`src/rtl/alu_cmd_issuer.sv`:
```
// alu_cmd_issuer: queues ALU commands, issues them one at a time
// and returns tagged results with a div/mod-by-zero flag.
module alu_cmd_issuer #(
  parameter int DEPTH = 4,
  parameter int W     = 4
) (
  input  logic         clk,
  input  logic         rst_n,
  input  logic         cmd_valid,
  output logic         cmd_ready,
  input  logic [2:0]   cmd_op,
  input  logic [W-1:0] cmd_a,
  input  logic [W-1:0] cmd_b,
  output logic [W-1:0] alu_a,
  output logic [W-1:0] alu_b,
  output logic [2:0]   alu_select,
  input  logic [W:0]   alu_out,
  output logic         rsp_valid,
  input  logic         rsp_ready,
  output logic [W:0]   rsp_data,
  output logic [2:0]   rsp_op,
  output logic [3:0]   rsp_tag,
  output logic         rsp_err
);
  localparam int AW = $clog2(DEPTH);
  localparam int EW = 3 + 2 * W + 4;
  localparam logic [AW:0] FULL = (AW + 1)'(DEPTH);

  typedef enum logic [1:0] {
    IDLE  = 2'd0,
    ISSUE = 2'd1,
    HOLD  = 2'd2
  } state_t;

  logic [EW-1:0] mem_q [DEPTH];
  logic [AW-1:0] wr_ptr_q, wr_ptr_d;
  logic [AW-1:0] rd_ptr_q, rd_ptr_d;
  logic [AW:0]   count_q, count_d;
  logic [3:0]    tag_q, tag_d;
  state_t        state_q, state_d;

  logic [W-1:0]  alu_a_q, alu_a_d;
  logic [W-1:0]  alu_b_q, alu_b_d;
  logic [2:0]    sel_q, sel_d;
  logic [3:0]    pend_tag_q, pend_tag_d;
  logic [2:0]    pend_op_q, pend_op_d;

  logic          rsp_valid_q, rsp_valid_d;
  logic [W:0]    rsp_data_q, rsp_data_d;
  logic [2:0]    rsp_op_q, rsp_op_d;
  logic [3:0]    rsp_tag_q, rsp_tag_d;
  logic          rsp_err_q, rsp_err_d;

  logic          push, pop, empty, err;
  logic [2:0]    head_op;
  logic [W-1:0]  head_a, head_b;
  logic [3:0]    head_tag;

  assign cmd_ready = count_q != FULL;
  assign empty     = count_q == '0;
  assign push      = cmd_valid && cmd_ready;
  assign {head_op, head_a, head_b, head_tag} = mem_q[rd_ptr_q];

  // judged on what was issued, never on the ALU's own output
  assign err = (sel_q == 3'b011 || sel_q == 3'b100) && alu_b_q == '0;

  assign alu_a      = alu_a_q;
  assign alu_b      = alu_b_q;
  assign alu_select = sel_q;
  assign rsp_valid  = rsp_valid_q;
  assign rsp_data   = rsp_data_q;
  assign rsp_op     = rsp_op_q;
  assign rsp_tag    = rsp_tag_q;
  assign rsp_err    = rsp_err_q;

  always_ff @(posedge clk) begin
    if (push) mem_q[wr_ptr_q] <= {cmd_op, cmd_a, cmd_b, tag_q};
  end

  always_comb begin
    state_d     = state_q;
    pop         = 1'b0;
    alu_a_d     = alu_a_q;
    alu_b_d     = alu_b_q;
    sel_d       = sel_q;
    pend_tag_d  = pend_tag_q;
    pend_op_d   = pend_op_q;
    rsp_valid_d = rsp_valid_q;
    rsp_data_d  = rsp_data_q;
    rsp_op_d    = rsp_op_q;
    rsp_tag_d   = rsp_tag_q;
    rsp_err_d   = rsp_err_q;
    unique case (state_q)
      IDLE: begin
        if (!empty) begin
          pop     = 1'b1;
          state_d = ISSUE;
        end
      end
      ISSUE: begin
        rsp_data_d  = err ? '0 : alu_out;
        rsp_op_d    = pend_op_q;
        rsp_tag_d   = pend_tag_q;
        rsp_err_d   = err;
        rsp_valid_d = 1'b1;
        state_d     = HOLD;
      end
      HOLD: begin
        if (rsp_valid_q && rsp_ready) begin
          rsp_valid_d = 1'b0;
          if (!empty) begin
            pop     = 1'b1;
            state_d = ISSUE;
          end else begin
            state_d = IDLE;
          end
        end
      end
      default: state_d = IDLE;
    endcase
    if (pop) begin
      alu_a_d    = head_a;
      alu_b_d    = head_b;
      sel_d      = head_op;
      pend_op_d  = head_op;
      pend_tag_d = head_tag;
    end
  end

  always_comb begin
    wr_ptr_d = push ? wr_ptr_q + 1'b1 : wr_ptr_q;
    rd_ptr_d = pop ? rd_ptr_q + 1'b1 : rd_ptr_q;
    tag_d    = push ? tag_q + 4'd1 : tag_q;
    count_d  = count_q + {{AW{1'b0}}, push} - {{AW{1'b0}}, pop};
  end

  always_ff @(posedge clk or negedge rst_n) begin
    if (!rst_n) begin
      state_q     <= IDLE;
      wr_ptr_q    <= '0;
      rd_ptr_q    <= '0;
      count_q     <= '0;
      tag_q       <= '0;
      alu_a_q     <= '0;
      alu_b_q     <= '0;
      sel_q       <= '0;
      pend_tag_q  <= '0;
      pend_op_q   <= '0;
      rsp_valid_q <= 1'b0;
      rsp_data_q  <= '0;
      rsp_op_q    <= '0;
      rsp_tag_q   <= '0;
      rsp_err_q   <= 1'b0;
    end else begin
      state_q     <= state_d;
      wr_ptr_q    <= wr_ptr_d;
      rd_ptr_q    <= rd_ptr_d;
      count_q     <= count_d;
      tag_q       <= tag_d;
      alu_a_q     <= alu_a_d;
      alu_b_q     <= alu_b_d;
      sel_q       <= sel_d;
      pend_tag_q  <= pend_tag_d;
      pend_op_q   <= pend_op_d;
      rsp_valid_q <= rsp_valid_d;
      rsp_data_q  <= rsp_data_d;
      rsp_op_q    <= rsp_op_d;
      rsp_tag_q   <= rsp_tag_d;
      rsp_err_q   <= rsp_err_d;
    end
  end
endmodule

```
`config.mk`:
```
export PLATFORM = sky130hd
export DESIGN_NAME = alu_cmd_issuer
export DESIGN_NICKNAME = d
export VERILOG_FILES = /design/src/rtl/alu_cmd_issuer.sv
export SDC_FILE = /design/constraint.sdc
export NUM_CORES = 1
export LEC_CHECK = 0
export BUFFER_PORTS_ARGS = -buffer_cell sky130_fd_sc_hd__buf_4
export CELL_PAD_IN_SITES_DETAIL_PLACEMENT = 0
export CELL_PAD_IN_SITES_GLOBAL_PLACEMENT = 1
export CORE_MARGIN = 2
export CORE_UTILIZATION = 49
export DETAILED_ROUTE_END_ITERATION = 7
export PLACE_DENSITY_LB_ADDON = 0.1
export SETUP_SLACK_MARGIN = 0.05
export SYNTH_ARGS = -nofsm -noshare
export SYNTH_HDL_FRONTEND = slang
export SYNTH_SLANG_ARGS = --single-unit
```
`constraint.sdc`:
```
create_clock -name clk -period 2.9 [get_ports clk]
set_clock_uncertainty 0.05 [all_clocks]
set_input_delay 0.435 -clock clk [delete_from_list [all_inputs] [get_ports clk]]
set_output_delay 0.435 -clock clk [all_outputs]
set_load 0.1 [all_outputs]
```
==> flow_metrics.env <==
export IMPL_outcome="finished clean"
export IMPL_clkLatencyLatePin_ps=350
export IMPL_cp_top_family="simple AND/OR/NAND/NOR gates"
export IMPL_die_h_um=94.7
export IMPL_coreArea_mm2=0.00809
export IMPL_fp_row_count=33
export IMPL_grt_overflow=0
export IMPL_grt_max_degree=43
export IMPL_synth_area_per_cell_um2=17.8
export IMPL_synthArstFlopShare_pct=41.2
export IMPL_finalMaxSlewViolations=0
export IMPL_dp_hpwl_um=4480
export IMPL_finalCriticalPeriod_ps=2340
export IMPL_synth_flop_cell="edfxtp_1"
export IMPL_cts_buffer_depth=2
export IMPL_dr_pass1_iters=4
export IMPL_drcViolationCount=0
export IMPL_critPathMostFrequentCell="ha_1"
export IMPL_via_per_inst=5.12
export IMPL_tightest_slew_ps=717
export IMPL_synth_edf_count=60
export IMPL_gp_routability_congestion=0.727
export IMPL_dpl_cell_area_mm2=0.00448
export IMPL_grt_pass1_vias=1913
export IMPL_cts_setup_buffers=0
export IMPL_synth_nets=255
export IMPL_grt_use_met2_pct=25.6
export IMPL_clk_pin_slew_worst_paths_ps=90
export IMPL_busiest_layer="met2"
export IMPL_yosysTopAreaCellShare_pct=44.7
export IMPL_track_usage_pct=16.0
export IMPL_routed_wl_um=6570
export IMPL_die_w_um=94.7
export IMPL_yosysWarnings=0
export IMPL_cp_max_fo=8
export IMPL_arrival_ps=2530
export IMPL_finalCritPeriodShare_pct=80.6
export IMPL_start_util_pct=49.8
export IMPL_io_buffers=45
export IMPL_finalWorstSetupSlack_ps=562
export IMPL_synth_seq_area_share_pct=70.7
export IMPL_maxCapViolCount=0
export IMPL_netlist_instances=227
export IMPL_cp_slowest_cell="or3b_1"
export IMPL_n_antenna_cell=0
export IMPL_fmax_mhz=428
export IMPL_pre_cts_ws_ps=586
export IMPL_num_vias=1995
export IMPL_fill_cells=669
export IMPL_cp_required_ps=3090
export IMPL_finalSetupViolations=0
export IMPL_fin_nets=308
export IMPL_tns_ps=0
export IMPL_area_growth_syn_to_layout_pct=15.9
export IMPL_use_met1_pct=21.1
export IMPL_yosys_area_top_type="edfxtp_1"
export IMPL_synth_distinct_cells=33
export IMPL_cts_resized=0
export IMPL_hold_viol_final=0
export IMPL_grt_antenna_before_repair=0
export IMPL_relSlewSlack_pct=52.2
export IMPL_stdcell_area_mm2=0.00468
export IMPL_htreeDepth=3
export IMPL_syn_area_mm2=0.00403
export IMPL_ys_ff_latch=102
export IMPL_grt_pass1_wl_um=10200
export IMPL_final_cell_mix="60 x edfxtp_1, 51 x buf_4, 41 x dfrtp_1"
export IMPL_cp_num_buf_inv=1
export IMPL_endpoint_kind="register"
export IMPL_layout_commonest_cell="edfxtp_1"
export IMPL_crit_type="register to register"
export IMPL_ant_nets=0
export IMPL_use_met3_pct=3.35
export IMPL_wl_per_cell_um=16.8
export IMPL_cts_sinks=102
export IMPL_rsz0062_at_grt="no"
export IMPL_dieArea_mm2=0.00897
export IMPL_drtIter0Drc=83
export IMPL_cp_depth=8
export IMPL_reg2reg_depth=8
export IMPL_cp_start_kind="register"
export IMPL_drive_gt1_share_pct=34.4
export IMPL_numCtsBuffers=9
export IMPL_crit_chain="or3b_1 -> nand2_2 -> ha_1 -> inv_1 -> ha_1 -> fa_1 -> xor2_1 -> xnor2_1"
export IMPL_cts_tree="built"
export IMPL_ys_top_cells_by_area="edfxtp_1 45%, dfrtp_1 26%, mux4_1 4.6%, mux4_2 4.5%, mux2_4 3.0%"
export IMPL_ctsHoldBuffers=0
export IMPL_hp_class="input port to async pin"
export IMPL_root_buffer="clkbuf_8"
export IMPL_slowest_delay_ps=520
export IMPL_pin_count=46
## worst register-to-register path: stages (launching register included)
cell	delay (ps)
dfrtp_1	430
or3b_1	520
nand2_2	200
ha_1	150
inv_1	40
ha_1	180
fa_1	380
xor2_1	160
xnor2_1	120
## routing by layer
metal  up-vias  part of all wire (%)
met1       998                    45
li1        945                     -
met4         0                   1.3
met3         9                   4.2
met2        43                    49
met5         -                     0
## cell usage after synthesis (2+ instances only)
| master | instances |
|---|---|
| buf_2 | 3 |
| a21oi_1 | 2 |
| clkbuf_1 | 3 |
| dfrtp_1 | 42 |
| xor2_1 | 3 |
| nand2b_1 | 2 |
| ha_1 | 7 |
| nand3_1 | 2 |
| mux4_2 | 8 |
| o21ai_0 | 6 |
| xnor2_1 | 5 |
| mux2_2 | 10 |
| inv_1 | 6 |
| edfxtp_1 | 60 |
| mux4_1 | 7 |
| nand2_1 | 32 |
| mux2_4 | 8 |
| and3_1 | 5 |
| buf_6 | 2 |
## registers in the layout, summed over array words and instances, names as in the netlist
name	cells
rsp_data	5
pend_tag_q	4
alu_a	4
pend_op_q	3
rsp_valid	1
rsp_tag	4
rsp_op	3
mem_q	60
alu_b	4
state_q	2
rsp_err	1
count_q	3
wr_ptr_q	2
rd_ptr_q	2
tag_q	4
## cell families after synthesis
group	after synthesis	share of synthesized area [%]
muxes	33	14.8
and+or+nand+nor	52	6.55
buffers and inverters	15	2.26
AOI/OAI and AO/OA	9	1.27
DFF	102	70.7
adders and majority gates	8	2.67
xor gates and xnor gates	8	1.74
## layout make-up
cell class / instances / area, um2 / share of cell area [%]
Clock buffer: 9 / 124 / 2.65
Sequential cell: 102 / 2850 / 61.0
Inverter: 6 / 22.5 / 0.482
Clock inverter: 7 / 71.3 / 1.53
Tap cell: 105 / 131 / 2.81
Multi-Input combinational cell: 110 / 1090 / 23.3
Timing Repair Buffer: 51 / 383 / 8.19
## final timing paths
path	startpoint	endpoint	slack [ps]
worst max-delay path	count_q[1]	count_q[2]	560
worst min-delay path	rst_n	rsp_tag[2]	4
worst max register to register	count_q[1]	count_q[2]	560
worst min register to register	state_q[1]	rsp_valid	420
max in group asynchronous	rst_n	rsp_valid	2380
min in group clk	cmd_a[3]	mem_q[2][11]	230
## metrics by stage
| step | hold WS (ps) | util, % | std cells |
|---|---|---|---|
| after floorplan | 89.4 | - | 227 |
| after global placement | 400 | 55.4 | 374 |
| after detailed placement | 407 | 55.4 | 374 |
| after CTS | 14.9 | 57.8 | 390 |
| after global routing | 43.3 | 57.8 | 390 |
| final | 4.16 | 57.8 | 390 |
Power is not shown: default switching activity piles up to over one toggle a cycle in this logic, so the estimate is an artifact.
